### src/rtl/valu_mac_lane_if.sv
// Operand/result handshake bundle for one vector-lane MAC ALU.
// slave = lane side, master = producer/consumer side.
interface valu_mac_lane_if #(
  parameter int vdw_p      = 32,
  parameter int op_width_p = 2
);
  logic                  v_i;
  logic                  ready_o;
  logic [vdw_p-1:0]      a_i;
  logic [vdw_p-1:0]      b_i;
  logic [op_width_p-1:0] op_i;
  logic                  clear_acc_i;
  logic                  v_o;
  logic                  yumi_i;
  logic [vdw_p-1:0]      result_o;
  logic                  flag_overflow_o;
  logic                  flag_zero_o;
  logic                  flag_negative_o;
  logic [vdw_p-1:0]      acc_o;

  modport slave (
    input  v_i, a_i, b_i, op_i, clear_acc_i, yumi_i,
    output ready_o, v_o, result_o, flag_overflow_o, flag_zero_o, flag_negative_o, acc_o
  );

  modport master (
    output v_i, a_i, b_i, op_i, clear_acc_i, yumi_i,
    input  ready_o, v_o, result_o, flag_overflow_o, flag_zero_o, flag_negative_o, acc_o
  );
endinterface

### src/rtl/valu_mac_lane.sv
// Two-stage valid/ready vector-lane ALU: ADD/SUB/MUL/MAC with a lane-private accumulator.
// Optional VALU_MAC_SATURATE_EN clamps overflowing results instead of wrapping.
module valu_mac_lane #(
  parameter int vdw_p      = 32,
  parameter int op_width_p = 2
) (
  input  logic               clk_i,
  input  logic               reset_i,
  valu_mac_lane_if.slave     lane
);

  localparam logic [op_width_p-1:0] OP_ADD = op_width_p'(0);
  localparam logic [op_width_p-1:0] OP_SUB = op_width_p'(1);
  localparam logic [op_width_p-1:0] OP_MUL = op_width_p'(2);
  localparam logic [vdw_p:0]        ONE_W  = (vdw_p+1)'(1);

  typedef struct packed {
    logic [vdw_p-1:0]      a;
    logic [vdw_p-1:0]      b;
    logic [op_width_p-1:0] op;
    logic [2*vdw_p-1:0]    prod;
  } s1_t;

  typedef struct packed {
    logic [vdw_p-1:0] result;
    logic             ovf;
    logic             zero;
    logic             neg;
  } s2_t;

  logic             s1_v_q, s1_v_d, s2_v_q, s2_v_d;
  s1_t              s1_q, s1_d;
  s2_t              s2_q, s2_d;
  logic [vdw_p-1:0] acc_q, acc_d;

  logic             s2_adv, accept, is_mac;
  logic [vdw_p-1:0] base, prod_lo, r;
  logic             prod_hi_nz, ovf;
  logic [vdw_p:0]   sum_w;

  // S2 frees up when empty or its result is being taken this cycle.
  assign s2_adv       = s1_v_q & (~s2_v_q | lane.yumi_i);
  assign lane.ready_o = ~s1_v_q | s2_adv;
  assign accept       = lane.v_i & lane.ready_o;

  assign s1_v_d = accept | (s1_v_q & ~s2_adv);
  assign s2_v_d = s2_adv | (s2_v_q & ~lane.yumi_i);

  always_comb begin
    s1_d.a    = lane.a_i;
    s1_d.b    = lane.b_i;
    s1_d.op   = lane.op_i;
    s1_d.prod = (2*vdw_p)'(lane.a_i) * (2*vdw_p)'(lane.b_i);
  end

  always_comb begin
    base       = lane.clear_acc_i ? '0 : acc_q;
    prod_lo    = s1_q.prod[vdw_p-1:0];
    prod_hi_nz = |s1_q.prod[2*vdw_p-1:vdw_p];
    is_mac     = 1'b0;
    sum_w      = '0;
    r          = '0;
    ovf        = 1'b0;
    case (s1_q.op)
      OP_ADD: begin
        sum_w = {1'b0, s1_q.a} + {1'b0, s1_q.b};
        r     = sum_w[vdw_p-1:0];
        ovf   = sum_w[vdw_p];
      end
      OP_SUB: begin
        // Borrow is the inverted carry of a + ~b + 1.
        sum_w = {1'b0, s1_q.a} + {1'b0, ~s1_q.b} + ONE_W;
        r     = sum_w[vdw_p-1:0];
        ovf   = ~sum_w[vdw_p];
      end
      OP_MUL: begin
        r   = prod_lo;
        ovf = prod_hi_nz;
      end
      default: begin
        is_mac = 1'b1;
        sum_w  = {1'b0, base} + {1'b0, prod_lo};
        r      = sum_w[vdw_p-1:0];
        ovf    = sum_w[vdw_p] | prod_hi_nz;
      end
    endcase
`ifdef VALU_MAC_SATURATE_EN
    if (ovf) r = (s1_q.op == OP_SUB) ? '0 : '1;
`endif
    s2_d.result = r;
    s2_d.ovf    = ovf;
    s2_d.zero   = (r == '0);
    s2_d.neg    = r[vdw_p-1];
  end

  // A MAC advancing already folded any clear into its base.
  always_comb begin
    acc_d = acc_q;
    if (s2_adv && is_mac)    acc_d = r;
    else if (lane.clear_acc_i) acc_d = '0;
  end

  always_ff @(posedge clk_i or posedge reset_i) begin
    if (reset_i) begin
      s1_v_q <= 1'b0;
      s2_v_q <= 1'b0;
      s1_q   <= '0;
      s2_q   <= '0;
      acc_q  <= '0;
    end else begin
      s1_v_q <= s1_v_d;
      s2_v_q <= s2_v_d;
      acc_q  <= acc_d;
      if (accept) s1_q <= s1_d;
      if (s2_adv) s2_q <= s2_d;
    end
  end

  assign lane.v_o             = s2_v_q;
  assign lane.result_o        = s2_q.result;
  assign lane.flag_overflow_o = s2_q.ovf;
  assign lane.flag_zero_o     = s2_q.zero;
  assign lane.flag_negative_o = s2_q.neg;
  assign lane.acc_o           = acc_q;

endmodule

### src/flat_wrapper.sv
// flat-port wrapper written by rule: the top's interface ports become plain ports
module valu_mac_lane_flat 
#(
  parameter int vdw_p      = 32,
  parameter int op_width_p = 2
)
  (clk_i, reset_i, lane_v_i, lane_a_i, lane_b_i, lane_op_i, lane_clear_acc_i, lane_yumi_i, lane_ready_o, lane_v_o, lane_result_o, lane_flag_overflow_o, lane_flag_zero_o, lane_flag_negative_o, lane_acc_o);
  valu_mac_lane_if #(.vdw_p(vdw_p), .op_width_p(op_width_p)) lane_i ();
  input  logic clk_i;
  input  logic reset_i;
  input wire logic [$bits(lane_i.v_i)-1:0] lane_v_i;
  input wire logic [$bits(lane_i.a_i)-1:0] lane_a_i;
  input wire logic [$bits(lane_i.b_i)-1:0] lane_b_i;
  input wire logic [$bits(lane_i.op_i)-1:0] lane_op_i;
  input wire logic [$bits(lane_i.clear_acc_i)-1:0] lane_clear_acc_i;
  input wire logic [$bits(lane_i.yumi_i)-1:0] lane_yumi_i;
  output wire logic [$bits(lane_i.ready_o)-1:0] lane_ready_o;
  output wire logic [$bits(lane_i.v_o)-1:0] lane_v_o;
  output wire logic [$bits(lane_i.result_o)-1:0] lane_result_o;
  output wire logic [$bits(lane_i.flag_overflow_o)-1:0] lane_flag_overflow_o;
  output wire logic [$bits(lane_i.flag_zero_o)-1:0] lane_flag_zero_o;
  output wire logic [$bits(lane_i.flag_negative_o)-1:0] lane_flag_negative_o;
  output wire logic [$bits(lane_i.acc_o)-1:0] lane_acc_o;
  assign lane_i.v_i = lane_v_i;
  assign lane_i.a_i = lane_a_i;
  assign lane_i.b_i = lane_b_i;
  assign lane_i.op_i = lane_op_i;
  assign lane_i.clear_acc_i = lane_clear_acc_i;
  assign lane_i.yumi_i = lane_yumi_i;
  assign lane_ready_o = lane_i.ready_o;
  assign lane_v_o = lane_i.v_o;
  assign lane_result_o = lane_i.result_o;
  assign lane_flag_overflow_o = lane_i.flag_overflow_o;
  assign lane_flag_zero_o = lane_i.flag_zero_o;
  assign lane_flag_negative_o = lane_i.flag_negative_o;
  assign lane_acc_o = lane_i.acc_o;
  valu_mac_lane #(.vdw_p(vdw_p), .op_width_p(op_width_p)) u_core (.clk_i(clk_i), .reset_i(reset_i), .lane(lane_i));
endmodule
### config.mk
export PLATFORM = sky130hd
export DESIGN_NAME = valu_mac_lane_flat
export DESIGN_NICKNAME = d
export VERILOG_FILES = /design/src/rtl/valu_mac_lane_if.sv /design/src/rtl/valu_mac_lane.sv /design/src/flat_wrapper.sv
export SDC_FILE = /design/constraint.sdc
export NUM_CORES = 2
export LEC_CHECK = 0
export ABC_AREA = 1
export CORE_ASPECT_RATIO = 0.6
export CORE_MARGIN = 10
export CORE_UTILIZATION = 50
export DETAILED_ROUTE_END_ITERATION = 6
export PLACE_DENSITY = 0.77
export SLEW_MARGIN = 20
export SYNTH_ARGS = -nofsm -noshare
export SYNTH_HDL_FRONTEND = slang
export SYNTH_SLANG_ARGS = --single-unit
export TNS_END_PERCENT = 100
### constraint.sdc
create_clock -name clk_i -period 6.3 [get_ports clk_i]
set_clock_uncertainty 0.1 [all_clocks]
set_input_delay 0.63 -clock clk_i [delete_from_list [all_inputs] [get_ports clk_i]]
set_output_delay 0.63 -clock clk_i [all_outputs]
set_load 0.02 [all_outputs]
==> impl_metrics.yaml <==
sta:
  finalSetupViolCount: 52
  fmax_mhz: 137
  hold_viol: 0
  rsz0062_at_grt: "true"
  final.min_clock_period_ns: 7.31
  tightest_slew_ns: 1.17
  maxSlewHeadroom_pct: 21.7
  period_share_pct: 116
  tns_ns: -36.84
  holdWs_ns: 0.388
  slew_viol_final: 0
  layout_setup_ws_ns: -1.01
global_route:
  grt_pass1_vias: 50900
  grt.total_usage_pct: 38.2
  grt_max_degree: 136
  gr-total-overflow: 0
  grt_pass1_wl_mm: 328
  antenna_found_initial: 14
detailed_routing:
  wire_per_inst_um: 25.1
  drc: 24
  vias_per_cell: 5.67
  vias: 51800
  ant_nets: 0
  drtIter0Drc: 7578
  wl_mm: 230
  drtPass1Iterations: 7
floorplanning:
  coreArea_sq_um: 101000
  die_h_um: 267
  initial_utilization_pct: 50.5
  io_pins: 140
  rows: 90
  die_x_um: 432
  die-area_sq_um: 115000
yosys:
  syn_inst: 7166
  synth-seq-area-share_pct: 9.73
  synth_edf_count: 0
  synth.yosys.warnings: 0
  synthArstFlopShare_pct: 100
  synth.avg_cell_area_sq_um: 7.10
  yosys_register_bits: 198
  syn_area_sq_um: 50900
  syn_nets: 8495
  synth_ff_type: "dfrtp_1"
  synthDistinctLibCells: 54
place:
  dpl_cell_area_sq_um: 58000
  port_buffers: 139
  hpwl_mm: 163
  place.gp.congestion: 1.02
cts:
  cts_tree: "built"
  cts_buffers: 17
  clk_latency_ns: 0.50
  clk_path_buf_depth: 2
  path_clk_slew_ns: 0.08
  ctsHoldBuffers: 0
  cts_sinks: 198
  htreeDepth: 4
  clockRootBuffer: "clkbuf_16"
critical_path:
  path_max_fanout: 10
  max_stage_delay_ns: 0.63
  r2r_cells: 20
  rrSetupSlack_ns: 2.53
  rr_startpoint: "u_core.lane.acc_o[0]$_DFF_PP0_"
  cp-end-kind: "register"
  r2r-end: "u_core.lane.flag_zero_o$_DFFE_PP0P_"
  setup.worst_path.start_class: "primary input"
  critical_path_class: "in -> reg"
  critical_path_arrival_ns: 7.55
  crit_required_ns: 6.54
  path_common_cell: "fa_2"
  slowest_stage: "fa_2"
final_layout:
  finish.utilization_pct: 64.7
  drive_above_1_share_pct: 21.1
  area_delta_synth_final_pct: 28.1
  fin_nets: 9104
  stdcell_area_sq_um: 65200
outcome:
  violations: "DRC, setup timing"
  status: "finished with violations"
hold_path:
  hold_path_depth: 2
  hold_class: "reg -> reg"
  hold_start: "u_core.lane.result_o[25]$_DFFE_PP0P_"
  whs_endpoint: "u_core.lane.result_o[25]$_DFFE_PP0P_"
job:
  max_cap_violations: 0
-- Yosys cell counts, drive strengths merged (5+ instances only) --
cell type	instances	area, sq um
xnor2	7	61.3
inv	1987	7460
clkbuf	295	1110
o21a	5	37.5
ha	359	4490
a31oi	33	206
and3	6	37.5
nand3b	9	80.1
xor2	19	166
nand4	59	369
nand2	2179	8250
fa	899	18000
buf	41	299
a21o	13	97.6
nand3	257	1330
a21oi	162	860
nor4	5	31.3
nor2	338	1430
o21bai	18	143
or2	32	200
o21ai	198	995
nor3	26	155
dfrtp	198	4950
-- state kept, by name (all words and copies together), names as in the netlist --
| name | count |
|---|---|
| u_core.lane.acc_o | 32 |
| u_core.prod_lo | 32 |
| u_core.lane.flag_zero_o | 1 |
| u_core.lane.result_o | 31 |
| u_core.lane.flag_negative_o | 1 |
| u_core.s1_q | 98 |
| u_core.lane.v_o | 1 |
| u_core.s1_v_q | 1 |
| u_core.lane.flag_overflow_o | 1 |
-- critical path, delay by kind of cell --
kind / cells / cell delay [ns]
compound gates: 2 / 0.26
fa+ha+maj: 9 / 4.50
buf+inv: 8 / 1.06
simple gates: 10 / 1.08
-- routing by layer --
| layer | part of all wire [%] | vias up | GRT usage (%) |
|---|---|---|---|
| met5 | 0.078 | - | 0.302 |
| met4 | 6.5 | 12 | 18.2 |
| met3 | 18 | 909 | 18.3 |
| li1 | - | 21800 | - |
| met2 | 37 | 4274 | 49.4 |
| met1 | 38 | 24800 | 52.4 |
-- stage by stage --
stage                     worst slack (ns)  instances
after CTS                           -0.630       9071
after global placement               -1.63       8822
after floorplan                     -0.430       7166
after detailed placement             -1.67       8822
final                                -1.01       9131
after global routing                 -1.03       9124
-- placed cells by master, fill, tap and decap left out, drive strengths merged, types with 32 or more instances in the layout --
| master | count |
|---|---|
| nand2 | 2179 |
| fa | 899 |
| clkdlybuf4s50 | 77 |
| inv | 1996 |
| nand3 | 257 |
| nand4 | 59 |
| o21ai | 198 |
| a21oi | 162 |
| nor2 | 338 |
| or2 | 32 |
| a31oi | 33 |
| buf | 808 |
| ha | 359 |
| dfrtp | 198 |
-- how the worst max path moves through the flow --
stage | startpoint | end | slack (ns) | cells past startpoint
finish | lane_b_i[16] | u_core.s1_q[50]$_DFFE_PP0P_ | -1.01 | 29
global route | lane_b_i[15] | u_core.s1_q[51]$_DFFE_PP0P_ | -1.03 | 31
CTS | lane_a_i[15] | u_core.s1_q[51]$_DFFE_PP0P_ | -0.63 | 30
detailed placement | lane_b_i[6] | u_core.prod_lo[30]$_DFFE_PP0P_ | -1.67 | 30
global placement | lane_b_i[2] | u_core.prod_lo[30]$_DFFE_PP0P_ | -1.63 | 26
floorplan | lane_b_i[22] | u_core.s1_q[53]$_DFFE_PP0P_ | -0.43 | 28
-- final cells by class --
class | instances | area [sq um]
clock buffers | 17 | 425
fillers | 7923 | 35600
flip-flops and latches | 198 | 4950
inverters | 1988 | 7500
repair buffers | 926 | 10400
multi-input cells | 4644 | 40100
clock inverters | 15 | 139
diodes | 9 | 22.5
well taps | 1334 | 1670
-- repair_timing --
| action | CTS | global route |
|---|---|---|
| pin swaps | 321 | 270 |
| setup buffers | 176 | 61 |
| setup endpoints to repair | 54 | 53 |
| resized for setup | 915 | 401 |
| gates cloned | 50 | 5 |
-- kinds of logic after synthesis --
group,synth area share [%]
fa+ha+maj,44.2
flops,9.73
xor+xnor,0.447
buf+inv,17.4
compound gates,4.86
simple gates,23.4
Power is left out: the tool's default activity adds up to more than one toggle a clock period on the data nets, which glitch-free logic cannot reach.
